--- src/rtl/mc_core.sv ---
// Multi-cycle MIPS-I subset core: FETCH/DECODE/EXEC/MEM/WB sequencing with
// single-outstanding instruction and data handshakes and a trap-to-HALT path.
module mc_core #(
    parameter int unsigned ADDR_WIDTH    = 12,
    parameter logic [31:0] RESET_PC      = 32'h0,
    parameter int unsigned IMEM_WAIT_MAX = 255
) (
    input  logic                  clk,
    input  logic                  rst_n,
    output logic                  imem_req,
    output logic [ADDR_WIDTH-1:0] imem_addr,
    input  logic [31:0]           imem_rdata,
    input  logic                  imem_valid,
    output logic                  dmem_req,
    output logic                  dmem_we,
    output logic [ADDR_WIDTH-1:0] dmem_addr,
    output logic [31:0]           dmem_wdata,
    input  logic [31:0]           dmem_rdata,
    input  logic                  dmem_valid,
    output logic [31:0]           pc,
    output logic                  retire,
    output logic                  halted,
    output logic [1:0]            err
);

    typedef enum logic [2:0] {FETCH, DECODE, EXEC, MEM, WB, HALT} stateT;

    localparam int unsigned WAIT_W = (IMEM_WAIT_MAX < 1) ? 1 : $clog2(IMEM_WAIT_MAX + 1);

    localparam logic [5:0] OP_SPECIAL = 6'h00, OP_J = 6'h02, OP_JAL = 6'h03, OP_BEQ = 6'h04,
                           OP_BNE = 6'h05, OP_ADDIU = 6'h09, OP_SLTI = 6'h0A, OP_ORI = 6'h0D,
                           OP_LUI = 6'h0F, OP_LW = 6'h23, OP_SW = 6'h2B;
    localparam logic [5:0] FN_JR = 6'h08, FN_SYSCALL = 6'h0C, FN_ADDU = 6'h21, FN_SUBU = 6'h23,
                           FN_AND = 6'h24, FN_OR = 6'h25, FN_SLT = 6'h2A;

    stateT                 state, stateNext;
    logic [1:0]            haltCause;
    logic [31:0]           regFile [32];
    logic [31:0]           ir, rsVal, rtVal, result, pcNext;
    logic [ADDR_WIDTH-1:0] memAddr;
    logic [WAIT_W-1:0]     waitCnt;
    logic [4:0]            wbIdx;
    logic                  wbEn, isStore;

    logic [5:0]            opcode, funct;
    logic [4:0]            rs, rt, rd;
    logic [31:0]           simm, zimm, pcPlus4;

    logic                  illegal, sysCall, memOp, storeOp, wrEn;
    logic [4:0]            wrIdx;
    logic [31:0]           aluRes, target;
    logic [ADDR_WIDTH-1:0] effAddr;

    assign opcode  = ir[31:26];
    assign rs      = ir[25:21];
    assign rt      = ir[20:16];
    assign rd      = ir[15:11];
    assign funct   = ir[5:0];
    assign simm    = {{16{ir[15]}}, ir[15:0]};
    assign zimm    = {16'h0, ir[15:0]};
    assign pcPlus4 = pc + 32'd4;

    always_comb begin
        illegal = 1'b0;
        sysCall = 1'b0;
        memOp   = 1'b0;
        storeOp = 1'b0;
        wrEn    = 1'b0;
        wrIdx   = rt;
        aluRes  = '0;
        target  = pcPlus4;
        effAddr = ADDR_WIDTH'(rsVal + simm);
        case (opcode)
            OP_SPECIAL: begin
                case (funct)
                    FN_ADDU:    begin wrEn = 1'b1; wrIdx = rd; aluRes = rsVal + rtVal; end
                    FN_SUBU:    begin wrEn = 1'b1; wrIdx = rd; aluRes = rsVal - rtVal; end
                    FN_AND:     begin wrEn = 1'b1; wrIdx = rd; aluRes = rsVal & rtVal; end
                    FN_OR:      begin wrEn = 1'b1; wrIdx = rd; aluRes = rsVal | rtVal; end
                    FN_SLT:     begin wrEn = 1'b1; wrIdx = rd; aluRes = {31'b0, $signed(rsVal) < $signed(rtVal)}; end
                    FN_JR:      target  = rsVal;
                    FN_SYSCALL: sysCall = 1'b1;
                    default:    illegal = 1'b1;
                endcase
            end
            OP_J:     target = {pcPlus4[31:28], ir[25:0], 2'b00};
            OP_JAL:   begin
                target = {pcPlus4[31:28], ir[25:0], 2'b00};
                wrEn   = 1'b1;
                wrIdx  = 5'd31;
                aluRes = pcPlus4;
            end
            OP_BEQ:   if (rsVal == rtVal) target = pcPlus4 + (simm << 2);
            OP_BNE:   if (rsVal != rtVal) target = pcPlus4 + (simm << 2);
            OP_ADDIU: begin wrEn = 1'b1; aluRes = rsVal + simm; end
            OP_SLTI:  begin wrEn = 1'b1; aluRes = {31'b0, $signed(rsVal) < $signed(simm)}; end
            OP_ORI:   begin wrEn = 1'b1; aluRes = rsVal | zimm; end
            OP_LUI:   begin wrEn = 1'b1; aluRes = {ir[15:0], 16'h0}; end
            OP_LW:    begin memOp = 1'b1; wrEn = 1'b1; end
            OP_SW:    begin memOp = 1'b1; storeOp = 1'b1; end
            default:  illegal = 1'b1;
        endcase
    end

    always_ff @(posedge clk or negedge rst_n) begin
        if (!rst_n) state <= FETCH;
        else        state <= stateNext;
    end

    always_comb begin
        stateNext = state;
        haltCause = 2'd0;
        case (state)
            FETCH: begin
                if (imem_valid) stateNext = DECODE;
                else if (waitCnt == WAIT_W'(IMEM_WAIT_MAX)) begin
                    stateNext = HALT;
                    haltCause = 2'd3;
                end
            end
            DECODE: stateNext = EXEC;
            EXEC: begin
                if (illegal)                             begin stateNext = HALT; haltCause = 2'd1; end
                else if (sysCall)                        begin stateNext = HALT; haltCause = 2'd0; end
                else if (memOp && effAddr[1:0] != 2'b00) begin stateNext = HALT; haltCause = 2'd2; end
                else if (memOp)                          stateNext = MEM;
                else                                     stateNext = WB;
            end
            MEM:     if (dmem_valid) stateNext = WB;
            WB:      stateNext = FETCH;
            default: stateNext = HALT;
        endcase
    end

    // Reset forces FETCH asynchronously, so the fetch request is gated by rst_n to stay low during reset.
    always_comb begin
        imem_req = rst_n && (state == FETCH);
        dmem_req = (state == MEM);
        dmem_we  = (state == MEM) && isStore;
        retire   = (state == WB);
        halted   = (state == HALT);
    end

    assign imem_addr  = pc[ADDR_WIDTH-1:0];
    assign dmem_addr  = memAddr;
    assign dmem_wdata = rtVal;

    always_ff @(posedge clk or negedge rst_n) begin
        if (!rst_n) begin
            pc      <= RESET_PC;
            ir      <= '0;
            rsVal   <= '0;
            rtVal   <= '0;
            result  <= '0;
            pcNext  <= '0;
            memAddr <= '0;
            waitCnt <= '0;
            wbIdx   <= '0;
            wbEn    <= 1'b0;
            isStore <= 1'b0;
            err     <= '0;
            for (int unsigned i = 0; i < 32; i++) regFile[i[4:0]] <= '0;
        end else begin
            if (state != HALT && stateNext == HALT) err <= haltCause;
            case (state)
                FETCH: begin
                    if (imem_valid) begin
                        ir      <= imem_rdata;
                        waitCnt <= '0;
                    end else begin
                        waitCnt <= waitCnt + 1'b1;
                    end
                end
                DECODE: begin
                    rsVal <= regFile[rs];
                    rtVal <= regFile[rt];
                end
                EXEC: begin
                    result  <= aluRes;
                    memAddr <= effAddr;
                    pcNext  <= target;
                    wbEn    <= wrEn;
                    wbIdx   <= wrIdx;
                    isStore <= storeOp;
                end
                MEM: if (dmem_valid && !isStore) result <= dmem_rdata;
                WB: begin
                    pc <= pcNext;
                    if (wbEn && wbIdx != 5'd0) regFile[wbIdx] <= result;
                end
                default: ;
            endcase
        end
    end

endmodule

--- config.mk ---
export PLATFORM = sky130hd
export DESIGN_NAME = mc_core
export DESIGN_NICKNAME = d
export VERILOG_FILES = /design/src/rtl/mc_core.sv
export SDC_FILE = /design/constraint.sdc
export NUM_CORES = 2
export LEC_CHECK = 0
export BUFFER_PORTS_ARGS = -buffer_cell sky130_fd_sc_hd__buf_2
export CAP_MARGIN = 40
export CELL_PAD_IN_SITES_DETAIL_PLACEMENT = 1
export CELL_PAD_IN_SITES_GLOBAL_PLACEMENT = 2
export CORE_MARGIN = 3
export CORE_UTILIZATION = 40
export DETAILED_ROUTE_END_ITERATION = 8
export PLACE_DENSITY = 0.78
export SLEW_MARGIN = 20
export SYNTH_ARGS = -nofsm -noshare
export SYNTH_HDL_FRONTEND = slang
export SYNTH_SLANG_ARGS = --single-unit
--- constraint.sdc ---
create_clock -name clk -period 6.85 [get_ports clk]
set_clock_uncertainty 0.2 [all_clocks]
set_input_delay 1.0275 -clock clk [delete_from_list [all_inputs] [get_ports clk]]
set_output_delay 1.0275 -clock clk [all_outputs]
set_load 0.01 [all_outputs]
# Word-level counts from Yosys, hierarchy flattened
# Cells that the tools add are included.
# W data, S select, Z words.
# word_totals
regBits	1248
in_bits	68
out_inout_bits	95
word_cells	155
# op_classes
add_sub_neg	6
magnitude_cmp	6
n_eq_ne	28
mux	42
bitwise_logic	6
n_reduce_logical	22
# ops
cell	count
$bwmux W1024	1
$bmux W32 S5	2
$mux W32	9
$pmux W32 S6	1
$demux W32 S5	1
$pmux W32 S5	1
$pmux W32 S4	1
$add A32 B32 Y32	3
$pmux W32 S2	1
$eq A6 B6 Y1 const B	7
$eq A6 B4 Y1 const B	6
$add A32 B3 Y32 const B	1
$and A32 B32 Y32	1
$eq A32 B32 Y1	1
$lt A32 B16 Y1	1
$lt A32 B32 Y1	1
$ne A32 B32 Y1	1
$or A32 B16 Y32	1
$or A32 B32 Y32	1
$sub A32 B32 Y32	1
$mux W3	7
$ge A6 B6 Y1 const B	3
$not A5 Y6	3
$pmux W3 S5	1
other kinds (29)	54

# Longest topological paths before layout
# depth
depth_word	10
mapped_depth	20
mapped_depth_nobuf	19

# Least setup slack after synthesis
# Ideal clock, no wire load.
# synth_path
path_kind	register to register
from	register pc[4]
to	register pcNext[31]
setup_ns	0.137
arrival_ns	3.973
required_ns	6.513
setup_slack_ns	2.540
stages_incl_launch_ff	19
path_buffers	0
synth_period_minus_slack_ns	4.310
cell_sequence	dfrtp_1 > nand3_1 > nor2_1 > nand3_1 > nor2_1 > nand3_1 > xor2_1 > inv_1 > ha_1 > and4_1 > a2111oi_0 > a21bo_2 > a21oi_1 > a21oi_1 > nor4_1 > o21bai_1 > xnor2_1 > a221oi_1 > a21oi_1
# synth_between
elab_chain_len	4
word_cells_on_any_way	6
cone_classes	add/sub (2); mux (4)
# synth_rtl
item	line	source
from (decl)	20	output logic [31:0] pc,
from (signal assigned)	188	pc <= pcNext;
$add A32 B3 Y32 *	61	assign pcPlus4 = pc + 32'd4;
$add A32 B32 Y32	93, 94	
$mux W32, on equally long branches	94, 93	
$pmux W32 S4 *	73	case (opcode)
to (signal assigned)	181	pcNext <= target;
to (decl)	39	logic [31:0] ir, rsVal, rtVal, result, pcNext;
# Mark *: on every way between the ends. The rest lies on a longest branch, timed or not.
# A chain may end at the register's enable or synchronous reset.

# Worst setup path after layout
# Same ends and word-level chain as after synthesis.

==> results_dict.tcl <==
set metrics [dict create \
    initial_antenna_violation_count 4 \
    asyncSetResetFlopFracSynth_pct 100 \
    final_common_cell "dfrtp_1" \
    yosys_register_bits 1248 \
    area_delta_synth_final_pct 12.1 \
    outcome "finished, final reports clean" \
    unrepaired_setup_endpoints_after_global_routing "no" \
    synth.yosys.seq_area_share_pct 42.7 \
    detailed_routing_iterations_pass_1 6 \
    synth_edf_count 0 \
    final-setup-viol-count 0 \
    met1_usage_pct 36.4 \
    critPathKind "flip-flop to flip-flop" \
    maxcap_violations 0 \
    pwr_density_cell_nw_per_um2 186 \
    yosys.area_share.xor_xnor_pct 1.32 \
    min_path_type "flip-flop to flip-flop" \
    core_area_um2 181000 \
    clock_tree.htree_level_count 4 \
    gr-total-overflow 0 \
    post_cts_resize_count 0 \
    design.final.nets 5808 \
    finalHoldViolCount 0 \
    irDropWorstVdd_v 0.000167 \
    synth.cell_area_um2 73100 \
    first_global_vias 54084 \
    cts.hold.buffers_added 1 \
    grt_util_met2_pct 44.3 \
    grt_start_max_net_pins 164 \
    post_synth_mux_area_share_pct 36.7 \
    synth_cell_type_count 87 \
    post-route-period-util_pct 78.3 \
    gr-usage-all-layers_pct 27.5 \
    synth_compound_area_share_pct 7.11 \
    yosys.area_share.adder_pct 3.75 \
    clkLatencyLatePin_ps 800 \
    clock_tree_from_tritoncts "yes" \
    postSynthCellCount 5577 \
    synth.top_cells.by_area "dfrtp_1 43%, mux4_2 20%, mux2_2 16%" \
    final_cell_area_um2 82000 \
    grt_first_pass_wirelength_um 381000 \
    commonest_cells_after_routing_fill_and_taps_aside "1,236 x dfrtp_1, 1,043 x mux2_2, 640 x mux4_2" \
    drc 0 \
    number_of_buffers_added_by_the_clock_tree_synthesis_step 139 \
    grt.met3_usage_pct 3.74 \
    yosysWarnings 0 \
    synthSimpleGateAreaFrac_pct 4.82 \
    die_y_um 434 \
    dr_total_vias 51203 \
    port_buffers 162 \
    dieArea_um2 188000 \
    drv_slew 0 \
    timing.critical_path.required_ps 7310 \
    dieWidth_um 434 \
    setup.worst_path.start_class "flip-flop" \
    f_max_mhz 186 \
    detailedPlace.worstSlack_ps 1440 \
    clock_tree.root_cell "clkbuf_16" \
    busiest_layer "met2" \
    net_count_of_the_mapped_netlist 5862 \
    main_combinational_cell_family_by_area_after_synthesis "multiplexers" \
    dpl-instance-area_um2 77200 \
    power.switching_mw 3.40 \
    synthFlopType "dfrtp_1" \
    power.share.switching_pct 22.3 \
    max-clock-path-buffers 3 \
    endpoint_arrival_time_on_the_critical_path_ps 5820 \
    routabilityCongestion 0.945 \
    worst-slew-pin-transition_ps 1120 \
    row_cnt 156 \
    end_kind "flip-flop" \
    start_util_pct 40.3 \
    timing.final.ws_setup_ps 1480 \
    average_instance_area_after_synthesis_um2 13.1 \
    min_period_ps 5370 \
    detail_route.vias_per_cell 6.40 \
    synthDominantCellAreaShare_pct 42.7 \
    worst_setup_hold_path_clk_slew_ps 60 \
    part_of_the_power_in_the_clock_network_pct 50.4 \
    num_io_pins 163 \
    clock_sinks 1248 \
    p_seq_share_pct 48.2 \
    fin_setup_tns_ps 0 \
    detail_route.wirelength_um 259000 \
    p_leak_nw 36.7 \
    num-fill-cells 18170 \
    internal_power_mw 11.9 \
    post_route_cells_drive_above_1_share_pct 40.9 \
    wl_per_cell_um 32.4 \
    comb_power_share_pct 1.4 \
    ant_nets 0 \
    worst-path-max-fanout 7 \
    dr.first_iter.drc_count 4619 \
    relSlewSlack_pct 25.0 \
    dpl_hpwl_um 172000 \
    cts_setup_buffers 0 \
    yosys.area.top_type "dfrtp_1" \
]
-- kinds of logic (layout without fill, tap and decap cells) --
| logic type | after synthesis | in the layout |
|---|---|---|
| AND/OR/NAND/NOR | 765 | 765 |
| buffers and inverters | 684 | 733 |
| multiplexers | 1751 | 1751 |
| adder cells (fa/ha/maj) | 217 | 217 |
| XOR/XNOR | 110 | 110 |
| AO/OA/AOI/OAI | 802 | 802 |
| other | 0 | 3 |
| flip-flops | 1248 | 1248 |
-- flip-flops by register name (all words and copies together) (netlist names) --
| signal | flops |
|---|---|
| regFile | 1024 |
| dmem_wdata | 32 |
| ir | 32 |
| pcNext | 32 |
| pc | 32 |
| result | 32 |
| rsVal | 32 |
| dmem_addr | 12 |
| waitCnt | 8 |
| wbIdx | 5 |
| state | 3 |
| err | 2 |
| isStore | 1 |
| wbEn | 1 |
-- Yosys cell counts (all sizes together) (9+ instances only) --
library cell and instances:
dfrtp 1248, mux2 1043, mux4 640, clkbuf 392
a21oi 280, nor2 279, ha 213, nand2 213
inv 152, o21ai 141, buf 139, xnor2 77
mux2i 68, a221oi 58, nor3 56, nand3 43
a21o 38, o21bai 35, xor2 33, a211oi 31
o22ai 29, nor4 25, and3 23, nand4 23
a31oi 21, a221o 20, nand2b 20, o211ai 20
o21a 20, o221ai 16, and2 15, nor2b 15
o31ai 13, or3 11, a22oi 10, o2111ai 9
-- worst max-delay path: stages, from the launching register on --
cell       delay [ps]
dfrtp_1           460
nand3_1           190
nor2_1            390
nand3_1           310
nor2_1            230
nand3_1           120
xor2_1            330
inv_1              90
ha_1              350
and4_1            220
a2111oi_0         580
a21bo_2           300
a21oi_1           240
a21oi_1           110
nor4_1            440
o21bai_1          140
xnor2_1           140
a221oi_1          300
a21oi_1           110
-- metal layers --
| layer | wire (um) | up-vias |
|---|---|---|
| li1 | - | 20999 |
| met5 | 0 | - |
| met2 | 124000 | 1824 |
| met1 | 107000 | 27831 |
| met4 | 14600 | 0 |
| met3 | 13900 | 549 |
-- final cells by class --
cell class	instances	area (um^2)	share of cell area (%)
Sequential cell	1248	31300	38.1
Clock inverter	40	582	0.710
Multi-Input combinational cell	3645	39400	48.1
Timing Repair Buffer	336	3100	3.78
Inverter	153	574	0.701
Tap cell	2370	2970	3.62
Antenna cell	3	7.51	0.00916
Clock buffer	204	4030	4.91
-- worst paths after layout --
kind | slack (ps) | to | depth (start not counted) | start
hold reg to reg | 200 | regFile[995] | 0 | regFile[995]
max in group asynchronous | 3730 | regFile[200] | 4 | rst_n
setup / recovery | 1480 | pcNext[31] | 18 | pc[4]
setup reg to reg | 1480 | pcNext[31] | 18 | pc[4]
min in group asynchronous | 620 | waitCnt[6] | 2 | rst_n
hold / removal | 200 | regFile[995] | 0 | regFile[995]
-- through the flow --
step / hold WS [ps] / total power [mW] / std cells / utilization, %
2_1_floorplan: 241 / 7.51 / 5577 / -
3_3_place_gp: 176 / 7.71 / 7678 / 41.9
3_5_place_dp: 183 / 7.72 / 7746 / 42.6
4_1_cts: 196 / 15.4 / 7991 / 45.1
5_1_grt: 211 / 15.8 / 7999 / 45.2
6_report: 195 / 15.3 / 7999 / 45.2
-- power by group through the flow --
stage	registers (mW)	logic, mW	clock network, mW
floorplan	7.51	0.00315	0
global placement	7.51	0.201	0
detailed placement	7.51	0.213	0
CTS	7.37	0.214	7.85
global route	7.37	0.238	8.18
finish	7.37	0.207	7.70
(Power assumes the default switching activity.)
